`src/rtl/alu_pkg.sv`:
```
// Shared constants for the execute-stage ALU control and the M-extension sequencer.
// Contents: ALU op codes, aluop encodings, funct7 patterns, M-extension funct3 codes
// and the multiply/divide FSM state type.
package alu_pkg;

  // ALU operation codes; ADD..XOR keep their legacy 3-bit values zero-extended.
  localparam logic [3:0] ALU_ADD     = 4'b0000;
  localparam logic [3:0] ALU_SUB     = 4'b0001;
  localparam logic [3:0] ALU_AND     = 4'b0010;
  localparam logic [3:0] ALU_OR      = 4'b0011;
  localparam logic [3:0] ALU_XOR     = 4'b0100;
  localparam logic [3:0] ALU_SLT     = 4'b0101;
  localparam logic [3:0] ALU_SLL     = 4'b0110;
  localparam logic [3:0] ALU_SRL     = 4'b0111;
  localparam logic [3:0] ALU_SRA     = 4'b1000;
  localparam logic [3:0] ALU_SLTU    = 4'b1001;
  localparam logic [3:0] ALU_INVALID = 4'b1111;

  // aluop encodings from the main decoder
  localparam logic [1:0] ALUOP_ADD   = 2'b00;
  localparam logic [1:0] ALUOP_SUB   = 2'b01;
  localparam logic [1:0] ALUOP_RTYPE = 2'b10;
  localparam logic [1:0] ALUOP_ITYPE = 2'b11;

  // funct7 patterns
  localparam logic [6:0] F7_BASE   = 7'b0000000;
  localparam logic [6:0] F7_ALT    = 7'b0100000;
  localparam logic [6:0] F7_MULDIV = 7'b0000001;

  // M-extension funct3 codes
  localparam logic [2:0] MD_MUL    = 3'b000;
  localparam logic [2:0] MD_MULH   = 3'b001;
  localparam logic [2:0] MD_MULHSU = 3'b010;
  localparam logic [2:0] MD_MULHU  = 3'b011;
  localparam logic [2:0] MD_DIV    = 3'b100;
  localparam logic [2:0] MD_DIVU   = 3'b101;
  localparam logic [2:0] MD_REM    = 3'b110;
  localparam logic [2:0] MD_REMU   = 3'b111;

  typedef enum logic [1:0] {StIdle, StBusy, StDone} md_state_e;

endpackage

```
`src/rtl/md_iter_core.sv`:
```
// Iterative unsigned multiply / restoring divide datapath, one bit per cycle.
// Ports:
//   clk, rst_n    clock, synchronous active-low reset
//   start_i       load init_hi_i/init_lo_i/opb_i and op_div_i
//   iterate_i     with start_i: run XLEN steps (0 = preloaded result, no steps)
//   abort_i       stop iterating (flush)
//   op_div_i      1 = divide, 0 = multiply
//   init_hi_i/init_lo_i/opb_i  initial accumulator halves and fixed operand
//   last_o        this cycle performs the final step
//   hi_o, lo_o    multiply: product {hi,lo}; divide: hi=remainder, lo=quotient
module md_iter_core #(
  parameter int unsigned XLEN  = 32,
  parameter int unsigned CNT_W = $clog2(XLEN) + 1
) (
  input  logic            clk,
  input  logic            rst_n,
  input  logic            start_i,
  input  logic            iterate_i,
  input  logic            abort_i,
  input  logic            op_div_i,
  input  logic [XLEN-1:0] init_hi_i,
  input  logic [XLEN-1:0] init_lo_i,
  input  logic [XLEN-1:0] opb_i,
  output logic            last_o,
  output logic [XLEN-1:0] hi_o,
  output logic [XLEN-1:0] lo_o
);

  logic [XLEN-1:0]  hi_q, hi_d, lo_q, lo_d, opb_q, opb_d;
  logic [CNT_W-1:0] cnt_q, cnt_d;
  logic             div_q, div_d;
  logic [XLEN:0]    mul_sum, div_sh, div_diff;

  always_comb begin
    hi_d  = hi_q;
    lo_d  = lo_q;
    opb_d = opb_q;
    cnt_d = cnt_q;
    div_d = div_q;
    // Multiply: add multiplicand when the multiplier LSB is set, then shift {carry,hi,lo} right.
    mul_sum  = {1'b0, hi_q} + (lo_q[0] ? {1'b0, opb_q} : '0);
    // Divide: shift {rem,quo} left, try subtracting the divisor, keep it if non-negative.
    div_sh   = {hi_q, lo_q[XLEN-1]};
    div_diff = div_sh - {1'b0, opb_q};
    if (start_i) begin
      hi_d  = init_hi_i;
      lo_d  = init_lo_i;
      opb_d = opb_i;
      div_d = op_div_i;
      cnt_d = iterate_i ? CNT_W'(XLEN) : '0;
    end else if (abort_i) begin
      cnt_d = '0;
    end else if (cnt_q != '0) begin
      cnt_d = cnt_q - 1'b1;
      if (div_q) begin
        if (!div_diff[XLEN]) begin
          hi_d = div_diff[XLEN-1:0];
          lo_d = {lo_q[XLEN-2:0], 1'b1};
        end else begin
          hi_d = div_sh[XLEN-1:0];
          lo_d = {lo_q[XLEN-2:0], 1'b0};
        end
      end else begin
        hi_d = mul_sum[XLEN:1];
        lo_d = {mul_sum[0], lo_q[XLEN-1:1]};
      end
    end
  end

  always_ff @(posedge clk) begin
    if (!rst_n) begin
      hi_q  <= '0;
      lo_q  <= '0;
      opb_q <= '0;
      cnt_q <= '0;
      div_q <= 1'b0;
    end else begin
      hi_q  <= hi_d;
      lo_q  <= lo_d;
      opb_q <= opb_d;
      cnt_q <= cnt_d;
      div_q <= div_d;
    end
  end

  assign last_o = (cnt_q == CNT_W'(1));
  assign hi_o   = hi_q;
  assign lo_o   = lo_q;

endmodule

```
`src/rtl/alu_md_ctrl.sv`:
```
// Execute-stage ALU control: combinational RV32I op decode plus an iterative RV32M
// multiply/divide sequencer that stalls IF/ID/EX until its result is ready.
// Ports:
//   clk, rst_n               clock, synchronous active-low reset
//   valid_i, flush_i         EX holds a valid instruction / EX is flushed
//   aluop, funct3, funct7    decode inputs
//   rs1_val, rs2_val         operands
//   operation, md_sel        combinational ALU op code / M-extension select
//   stall_o                  pipeline hold
//   md_result, md_done       M result (held until the next completion) / one-cycle valid
// Build option: define MD_EARLY_OUT_EN to finish MUL with a zero operand and DIV/REM with
// |dividend| < |divisor| in one cycle.
module alu_md_ctrl
  import alu_pkg::*;
#(
  parameter int unsigned XLEN  = 32,
  parameter int unsigned OP_W  = 4,
  parameter int unsigned CNT_W = $clog2(XLEN) + 1
) (
  input  logic            clk,
  input  logic            rst_n,
  input  logic            valid_i,
  input  logic            flush_i,
  input  logic [1:0]      aluop,
  input  logic [2:0]      funct3,
  input  logic [6:0]      funct7,
  input  logic [XLEN-1:0] rs1_val,
  input  logic [XLEN-1:0] rs2_val,
  output logic [OP_W-1:0] operation,
  output logic            md_sel,
  output logic            stall_o,
  output logic [XLEN-1:0] md_result,
  output logic            md_done
);

  localparam logic [XLEN-1:0] MinNeg = {1'b1, {(XLEN-1){1'b0}}};

  // ---------------- decoder ----------------
  logic [3:0] op_base, op_dec;

  always_comb begin
    unique case (funct3)
      3'b000: op_base = ALU_ADD;
      3'b001: op_base = ALU_SLL;
      3'b010: op_base = ALU_SLT;
      3'b011: op_base = ALU_SLTU;
      3'b100: op_base = ALU_XOR;
      3'b101: op_base = ALU_SRL;
      3'b110: op_base = ALU_OR;
      3'b111: op_base = ALU_AND;
    endcase
  end

  always_comb begin
    op_dec = ALU_INVALID;
    unique case (aluop)
      ALUOP_ADD: op_dec = ALU_ADD;
      ALUOP_SUB: op_dec = ALU_SUB;
      ALUOP_RTYPE: begin
        // M-extension funct7 matches neither pattern, so it decodes INVALID.
        if (funct7 == F7_BASE) begin
          op_dec = op_base;
        end else if (funct7 == F7_ALT) begin
          if (funct3 == 3'b000)      op_dec = ALU_SUB;
          else if (funct3 == 3'b101) op_dec = ALU_SRA;
        end
      end
      ALUOP_ITYPE: begin
        // Outside the shifts, funct7 is immediate bits and is not checked.
        if (funct3 == 3'b000) begin
          op_dec = ALU_ADD;
        end else if (funct3 == 3'b001) begin
          if (funct7 == F7_BASE) op_dec = ALU_SLL;
        end else if (funct3 == 3'b101) begin
          if (funct7 == F7_BASE)     op_dec = ALU_SRL;
          else if (funct7 == F7_ALT) op_dec = ALU_SRA;
        end else begin
          op_dec = op_base;
        end
      end
    endcase
  end

  assign md_sel    = (aluop == ALUOP_RTYPE) && (funct7 == F7_MULDIV);
  assign operation = OP_W'(op_dec);

  // ---------------- operand preparation ----------------
  logic            is_div, a_sgn, b_sgn, a_neg, b_neg;
  logic            div_zero, div_ovf, early, fast, md_req;
  logic [XLEN-1:0] a_mag, b_mag, init_hi, init_lo, init_b;

  always_comb begin
    is_div   = funct3[2];
    a_sgn    = (funct3 == MD_MUL) || (funct3 == MD_MULH) || (funct3 == MD_MULHSU) ||
               (funct3 == MD_DIV) || (funct3 == MD_REM);
    b_sgn    = (funct3 == MD_MUL) || (funct3 == MD_MULH) ||
               (funct3 == MD_DIV) || (funct3 == MD_REM);
    a_neg    = a_sgn && rs1_val[XLEN-1];
    b_neg    = b_sgn && rs2_val[XLEN-1];
    a_mag    = a_neg ? -rs1_val : rs1_val;
    b_mag    = b_neg ? -rs2_val : rs2_val;
    div_zero = is_div && (rs2_val == '0);
    div_ovf  = ((funct3 == MD_DIV) || (funct3 == MD_REM)) &&
               (rs1_val == MinNeg) && (rs2_val == '1);
`ifdef MD_EARLY_OUT_EN
    early    = is_div ? (a_mag < b_mag) : ((rs1_val == '0) || (rs2_val == '0));
`else
    early    = 1'b0;
`endif
    fast     = div_zero || div_ovf || early;
    // Fast path preloads the final {remainder, quotient} / product and skips sign correction.
    if (fast) begin
      init_hi = (is_div && !div_ovf) ? rs1_val : '0;
      init_lo = div_zero ? '1 : (div_ovf ? rs1_val : '0);
      init_b  = '0;
    end else if (is_div) begin
      init_hi = '0;
      init_lo = a_mag;
      init_b  = b_mag;
    end else begin
      init_hi = '0;
      init_lo = b_mag;
      init_b  = a_mag;
    end
  end

  assign md_req = valid_i && md_sel && !flush_i;

  // ---------------- FSM ----------------
  md_state_e       state_q, state_d;
  logic [2:0]      f3_q, f3_d;
  logic            neg_q, neg_d, rneg_q, rneg_d, bypass_q, bypass_d;
  logic [XLEN-1:0] res_q, res_d;
  logic            core_start, core_abort, core_last;
  logic [XLEN-1:0] core_hi, core_lo;

  always_ff @(posedge clk) begin
    if (!rst_n) begin
      state_q  <= StIdle;
      f3_q     <= '0;
      neg_q    <= 1'b0;
      rneg_q   <= 1'b0;
      bypass_q <= 1'b0;
      res_q    <= '0;
    end else begin
      state_q  <= state_d;
      f3_q     <= f3_d;
      neg_q    <= neg_d;
      rneg_q   <= rneg_d;
      bypass_q <= bypass_d;
      res_q    <= res_d;
    end
  end

  always_comb begin
    state_d = state_q;
    unique case (state_q)
      StIdle:  if (md_req) state_d = fast ? StDone : StBusy;
      StBusy: begin
        if (flush_i)        state_d = StIdle;
        else if (core_last) state_d = StDone;
      end
      StDone:  state_d = StIdle;
      default: state_d = StIdle;
    endcase
  end

  always_comb begin
    core_start = 1'b0;
    core_abort = 1'b0;
    stall_o    = 1'b0;
    md_done    = 1'b0;
    unique case (state_q)
      StIdle: begin
        core_start = md_req;
        stall_o    = md_req;
      end
      StBusy: begin
        core_abort = flush_i;
        stall_o    = !flush_i;
      end
      StDone: begin
        core_abort = flush_i;
        md_done    = !flush_i;
      end
      default: ;
    endcase
    if (!rst_n) begin
      core_start = 1'b0;
      stall_o    = 1'b0;
      md_done    = 1'b0;
    end
  end

  // Capture op and sign flags when a request is accepted.
  always_comb begin
    f3_d     = core_start ? funct3 : f3_q;
    neg_d    = core_start ? (a_neg ^ b_neg) : neg_q;
    rneg_d   = core_start ? a_neg : rneg_q;
    bypass_d = core_start ? fast : bypass_q;
  end

  md_iter_core #(
    .XLEN  (XLEN),
    .CNT_W (CNT_W)
  ) u_core (
    .clk       (clk),
    .rst_n     (rst_n),
    .start_i   (core_start),
    .iterate_i (!fast),
    .abort_i   (core_abort),
    .op_div_i  (is_div),
    .init_hi_i (init_hi),
    .init_lo_i (init_lo),
    .opb_i     (init_b),
    .last_o    (core_last),
    .hi_o      (core_hi),
    .lo_o      (core_lo)
  );

  // ---------------- sign correction / result select ----------------
  logic [2*XLEN-1:0] prod_fix;
  logic [XLEN-1:0]   quo_fix, rem_fix, res_sel;

  always_comb begin
    prod_fix = (neg_q && !bypass_q) ? -{core_hi, core_lo} : {core_hi, core_lo};
    quo_fix  = (neg_q && !bypass_q) ? -core_lo : core_lo;
    // Remainder follows the sign of the dividend.
    rem_fix  = (rneg_q && !bypass_q) ? -core_hi : core_hi;
    unique case (f3_q)
      MD_MUL:                        res_sel = prod_fix[XLEN-1:0];
      MD_MULH, MD_MULHSU, MD_MULHU:  res_sel = prod_fix[2*XLEN-1:XLEN];
      MD_DIV, MD_DIVU:               res_sel = quo_fix;
      default:                       res_sel = rem_fix;
    endcase
  end

  assign md_result = md_done ? res_sel : res_q;
  assign res_d     = md_result;

endmodule

```
`config.mk`:
```
export PLATFORM = sky130hd
export DESIGN_NAME = alu_md_ctrl
export DESIGN_NICKNAME = d
export VERILOG_FILES = /design/src/rtl/alu_pkg.sv /design/src/rtl/md_iter_core.sv /design/src/rtl/alu_md_ctrl.sv
export SDC_FILE = /design/constraint.sdc
export NUM_CORES = 1
export LEC_CHECK = 0
export BUFFER_PORTS_ARGS = -buffer_cell sky130_fd_sc_hd__buf_2
export CAP_MARGIN = 30
export CORE_MARGIN = 3
export CORE_UTILIZATION = 55
export DETAILED_ROUTE_END_ITERATION = 16
export MAX_ROUTING_LAYER = met4
export PLACE_DENSITY = 0.84
export SLEW_MARGIN = 20
export SYNTH_ARGS = -nofsm -noshare
export SYNTH_HDL_FRONTEND = slang
export SYNTH_HIERARCHICAL = 1
export SYNTH_SLANG_ARGS = --single-unit
```
`constraint.sdc`:
```
create_clock -name clk -period 5.11 [get_ports clk]
set_input_delay 0.2555 -clock clk [delete_from_list [all_inputs] [get_ports clk]]
set_output_delay 0.2555 -clock clk [all_outputs]
set_load 0.005 [all_outputs]
```
Yosys cells after proc, flatten, opt, wreduce, memory -nomap -nowiden

Memories as Yosys holds them, arrays and structs flattened.
Index checks and enable logic that the tools add are counted.

Bitwise gates (word level): 1
Equal/unequal tests: 23
Multiplexer cells: 53
Reductions and logical operators: 36
Add/sub/neg operators: 8

Operator list:

| kind                                                             | count |
|---|---|
| 32-bit two-way mux                                               | 23 |
| 32-bit negator                                                   | 4 |
| 32-bit one-hot mux with 3 select lines                           | 1 |
| 32-bit == test (second input constant)                           | 2 |
| 64-bit two-way mux                                               | 1 |
| 64-bit negator                                                   | 1 |
| 32-bit by 33-bit adder with 33-bit output                        | 1 |
| 33-bit by 32-bit subtractor with 33-bit output                   | 1 |
| 32-bit logical NOT                                               | 1 |
| 4-bit two-way mux                                                | 8 |
| 6-bit two-way mux                                                | 4 |
| 4-bit one-hot mux with 4 select lines                            | 1 |
| 3-bit == test (second input constant)                            | 5 |
| 1-bit logical AND                                                | 11 |
| 3-bit by 2-bit == test with 1-bit output (second input constant) | 3 |
| 1-bit logical OR                                                 | 8 |
| 2-bit two-way mux                                                | 4 |
| 7-bit by 1-bit == test with 1-bit output (second input constant) | 1 |
| 7-bit by 6-bit == test with 1-bit output (second input constant) | 1 |
| 7-bit logical NOT                                                | 1 |
| 1-bit two-way mux                                                | 7 |
| 2-bit == test (second input constant)                            | 3 |
| 3-bit by 1-bit == test with 1-bit output (second input constant) | 2 |
| 6-bit by 1-bit == test with 1-bit output (second input constant) | 1 |
| 17 further kinds                                                 | 26 |

Logic and storage cells: 133
ROM bits: 32
Bits in registers: 143
Memories: 1

Memory list:

| name            | depth | bits a word | rd ports | clocked after Yosys merged registers in | wr ports | RTL line          | text |
|---|---|---|---|---|---|---|---|
| (no name shown) | 8     | 4           | 1        | 0                                       | 0        | alu_md_ctrl.sv:42 | `unique case (funct3)` |

Depth between registers and ports, before layout

Depth after elaboration: 10
Depth in mapped cells: 14

By module

The synthesis kept the hierarchy.

By module, submodules not included:

| module       | cells an instance | sequential area each (um^2) | area each (um^2) | instances |
|---|---|---|---|---|
| md_iter_core | 1168              | 2062.0                      | 8964.8           | 1 |
| alu_md_ctrl  | 1116              | 800.8                       | 7349.5           | 1 |

Worst setup path before layout

OpenSTA, ideal clock, no wires.

Kind: register -> register
From: register u_core.lo_q[31] (netlist: u_core/lo_o[31])
To: register u_core.hi_q[22] (netlist: u_core/hi_o[22])
Path slack: 1.364 ns
Required time: 4.977 ns
Path buffers: 1
Setup time: 0.133 ns
Data arrival time: 3.614 ns
Stages on the path, launching flop included: 14
Cells stage by stage: dfxtp_1 -> inv_1 -> ha_1 -> fa_1 -> nand2b_1 -> a21o_1 -> a31o_1 -> a2111o_1 -> a2111o_1 -> a221oi_4 -> buf_6 -> mux2_2 -> a21oi_1 -> a21oi_1

Word-level cells in the longest chain between the ends: 6

Ends and longest elaborated chain:

| item                                           | RTL line           | text |
|---|---|---|
| start, declared                                | md_iter_core.sv:29 | `logic [XLEN-1:0] hi_q, hi_d, lo_q, lo_d, opb_q, opb_d;` |
| start signal, assigned                         | md_iter_core.sv:79 | `lo_q <= lo_d;` |
| 33-bit by 32-bit subtractor with 33-bit output | md_iter_core.sv:44 | `div_diff = div_sh - {1'b0, opb_q};` |
| 32-bit two-way mux                             | md_iter_core.sv:56 | `if (!div_diff[XLEN]) begin` |
| 32-bit two-way mux                             | md_iter_core.sv:55 | `if (div_q) begin` |
| 32-bit two-way mux                             | md_iter_core.sv:53 | `end else if (cnt_q != '0) begin` |
| 32-bit two-way mux                             | md_iter_core.sv:51 | `end else if (abort_i) begin` |
| 32-bit two-way mux                             | md_iter_core.sv:45 | `if (start_i) begin` |
| end signal, assigned                           | md_iter_core.sv:78 | `hi_q <= hi_d;` |
| end, declared                                  | md_iter_core.sv:29 |  |

Every way passes these cells. The select of a mux whose other input is x is not followed.
A chain may end at the register's enable or synchronous reset.

Final worst setup path

From: register u_core.lo_q[0] (netlist: u_core/lo_o[0])
To: register u_core.hi_q[31] (netlist: u_core/hi_o[31])

Word-level cells in the longest chain between the ends: 6

Ends and longest elaborated chain:

| item                                      | RTL line           | text |
|---|---|---|
| 32-bit two-way mux                        | md_iter_core.sv:41 | `mul_sum = {1'b0, hi_q} + (lo_q[0] ? {1'b0, opb_q} : '0);` |
| 32-bit by 33-bit adder with 33-bit output | md_iter_core.sv:41 |  |
| 32-bit two-way mux                        | md_iter_core.sv:55 |  |
| 32-bit two-way mux                        | md_iter_core.sv:53 |  |
| 32-bit two-way mux                        | md_iter_core.sv:51 |  |
| 32-bit two-way mux                        | md_iter_core.sv:45 |  |

Every way passes these cells. The select of a mux whose other input is x is not followed.

==> impl_metrics.yaml <==
outcome:
  status: "finished clean"
worst_setup_path:
  rrSetupSlack_ps: 670
  crit_path_max_fanout: 17
  cp-start-kind: "flop"
  critPathArrivalTime_ps: 4790
  ff2ff_path_depth: 13
  timing.rr.start: "u_core/lo_o[0]$_SDFFE_PN0P_"
  critPathCapture: "u_core/hi_o[31]$_SDFFE_PN0P_"
  critical_path_class: "reg -> reg"
  reg2reg_to: "u_core/hi_o[31]$_SDFFE_PN0P_"
  endpoint_kind: "flop"
  critPathRequiredTime_ps: 5460
  crit_start: "u_core/lo_o[0]$_SDFFE_PN0P_"
drt:
  totalWireLength_mm: 61.4
  wl_per_cell_um: 22.6
  vias: 18100
  drc: 0
  drt_iter0_drc: 2468
  antenna_left: 0
  viasPerCell: 6.67
  first_pass_iters: 12
yosys:
  synth_simple_gate_area_share_pct: 26.6
  synth_top_area_cell: "dfxtp_1"
  postSynthCellCount: 2284
  yosysSeqAreaShare_pct: 17.5
  netlist_top_cells_count: "nor2_1, a21oi_1, nand2_1"
  synthMuxAreaShare_pct: 5.86
  syn-cell-area_um2: 16300
  synth-seq-cells: 143
  synth_edf_count: 0
  synth_nets: 2444
  synth.most_common_cell: "nor2_1"
  synth-compound-area-share_pct: 28.0
  synthAdderAreaFrac_pct: 6.23
  synth_top_family_by_area: "compound AO/OA/AOI/OAI gates"
  yosys_most_used_dff: "dfxtp_1"
  synth.area.top_cells: "dfxtp_1, a21oi_1, ha_1"
  yosysTopAreaCellShare_pct: 17.5
  ys_types: 92
  synth_warnings: 6
  synth_async_sr_flop_share_pct: 0
  yosys.area_share.xor_xnor_pct: 9.88
  synth.avg_cell_area_um2: 7.14
clock_network:
  cts_buffers: 17
  ctsRootBufferMaster: "clkbuf_16"
  cts.sinks: 143
  cts_buffer_depth: 2
  cts_hold_buf: 0
  clk-insertion-delay-late_ps: 450
  clkSlewWorstSetupHoldPaths_ps: 90
  post_cts_buffers: 0
  cts_resized: 0
  ctsHtreeMaxLevel: 4
  cts_tree: "yes"
worst_hold_path:
  min_path_cells: 2
  hold_path.class: "in -> reg"
global_routing:
  grt_max_degree: 94
  grt_pass1_vias: 16300
  grt_usage_pct: 38.5
  gr-total-overflow: 0
  grt_pass1_wl_mm: 92.9
  antenna_found_initial: 1
layout:
  multi_input_area_um2: 12500
  fin_cells: 2711
  regArea_um2: 2860
  area_growth_pct: 8.96
  fin_nets: 2473
  fillers: 2700
  layout-drive-gt1-share_pct: 11.1
sta:
  maxSlewViolCount: 0
  hold_viol: 0
  rsz0062_at_grt: "false"
  hold_ws_ps: 131
  fin_crit_ps: 4440
  max-slew-margin-rel_pct: 35.7
  fmax_mhz: 225
  fin_skew_ps: 20.2
  period_share_pct: 87.0
  finalSetupTns_ps: 0
  worst_slew_pin_slew_ps: 964
  finalSetupViolations: 0
die:
  die_y_um: 178
  start_util_pct: 56.4
  die-area_um2: 31800
  core_um2: 28900
  fp-row-count: 62
  die_w_um: 178
  pin_count: 119
run:
  max_cap_viol_count: 0
placement:
  dpl.hpwl_mm: 46.1
  portBuffers: 118
  globalplace.congestion: 1.05
  dp_cells: 2677
power_and_ir_drop:
  ir_drop_mv: 0.704
  power_leakage_nw: 7.04
  power-per-cell-area_nw_per_um2: 543
[metrics by stage]
step / setup slack [ps] / utilization [%] / total power, W / cell area [um^2]
floorplan: 1360 / - / 0.00654 / 16300
global route: 534 / 61.4 / 0.0103 / 17800
finish: 667 / 61.4 / 0.00966 / 17800
CTS: 764 / 61.4 / 0.00942 / 17800
global placement: 709 / 59.2 / 0.00800 / 17100
detailed placement: 783 / 59.3 / 0.00810 / 17200
[flip-flops by register name (all words and copies together) (netlist names)]
| signal | count |
|---|---|
| rneg_q | 1 |
| bypass_q | 1 |
| u_core/hi_o | 32 |
| u_core/lo_o | 32 |
| res_q | 32 |
| u_core/opb_q | 32 |
| neg_q | 1 |
| u_core/div_q | 1 |
| f3_q | 3 |
| state_q | 2 |
| u_core/cnt_q | 6 |
[critical path, stage by stage, from the launching register on]
cell	delay, ps
dfxtp_1	520
and2_1	280
ha_1	220
fa_1	430
a211oi_1	380
o21ai_0	260
nand4_1	210
nand3_1	110
a2111oi_0	820
o21ai_0	350
a41oi_1	350
o21ai_0	130
a211oi_1	240
nor2_1	70
[cells in the final DEF (no fill, tap or decap), types with 15 or more instances in the layout]
cell,synthesis,layout
nor4_1,23,21
a211oi_1,80,80
and2_1,85,85
clkbuf_16,0,17
xnor2_1,111,111
or3_1,27,27
nor3_1,88,87
and3_1,24,24
nor2_1,238,236
ha_1,78,78
a41oi_1,15,15
inv_1,81,81
xor2_1,73,73
nand2_1,154,154
nor2b_1,81,81
dfxtp_1,143,142
o21ai_0,129,129
o211ai_1,21,21
a21oi_1,201,200
nand4_1,30,30
o31ai_1,24,23
a21o_1,31,31
buf_2,6,118
a31oi_1,48,48
nand3_1,28,28
mux2i_1,82,82
buf_4,2,47
[how the worst min path moves through the flow]
stage / from / to / slack, ps
global placement: res_q[8]$_SDFF_PN0_ / res_q[8]$_SDFF_PN0_ / 450
global route: rst_n / res_q[16]$_SDFF_PN0_ / 130
detailed placement: res_q[8]$_SDFF_PN0_ / res_q[8]$_SDFF_PN0_ / 450
CTS: rst_n / res_q[16]$_SDFF_PN0_ / 120
finish: rst_n / res_q[16]$_SDFF_PN0_ / 130
floorplan: rst_n / res_q[11]$_SDFF_PN0_ / 400
[logic make-up (layout without fill, tap and decap cells)]
kind of cell	Yosys count	in the layout
buffers and inverters	240	282
AND/OR/NAND/NOR	845	845
adder cells (fa/ha/maj)	80	80
other	0	1
flip-flops	143	143
AO/OA/AOI/OAI	698	698
multiplexers	94	94
XOR/XNOR	184	184
[layer usage]
layer / wire [um] / vias up / track usage, %
met1: 25600 / 8478 / 50.9
met3: 6630 / 171 / 8.26
met5: 0 / - / -
met2: 26300 / 1017 / 57.1
met4: 2870 / 0 / 16.0
li1: - / 8415 / -
[layout make-up]
class	instances	share of cell area, %
multi-input cells	1901	70.5
well taps	384	2.70
repair buffers	168	5.54
inverters	82	1.73
clock buffers	17	2.39
clock inverters	15	0.957
flip-flops and latches	143	16.1
diodes	1	0.0141
[where the power goes]
| part | leakage, nW | internal, W | total [W] | switching [W] |
|---|---|---|---|---|
| Combinational | 5.59 | 0.00250 | 0.00648 | 0.00398 |
| Sequential | 1.16 | 0.00134 | 0.00188 | 0.000542 |
| Clock | 0.293 | 0.000659 | 0.00130 | 0.000639 |
| Total | 7.04 | 0.00450 | 0.00966 | 0.00516 |
(Power assumes the default switching activity.)
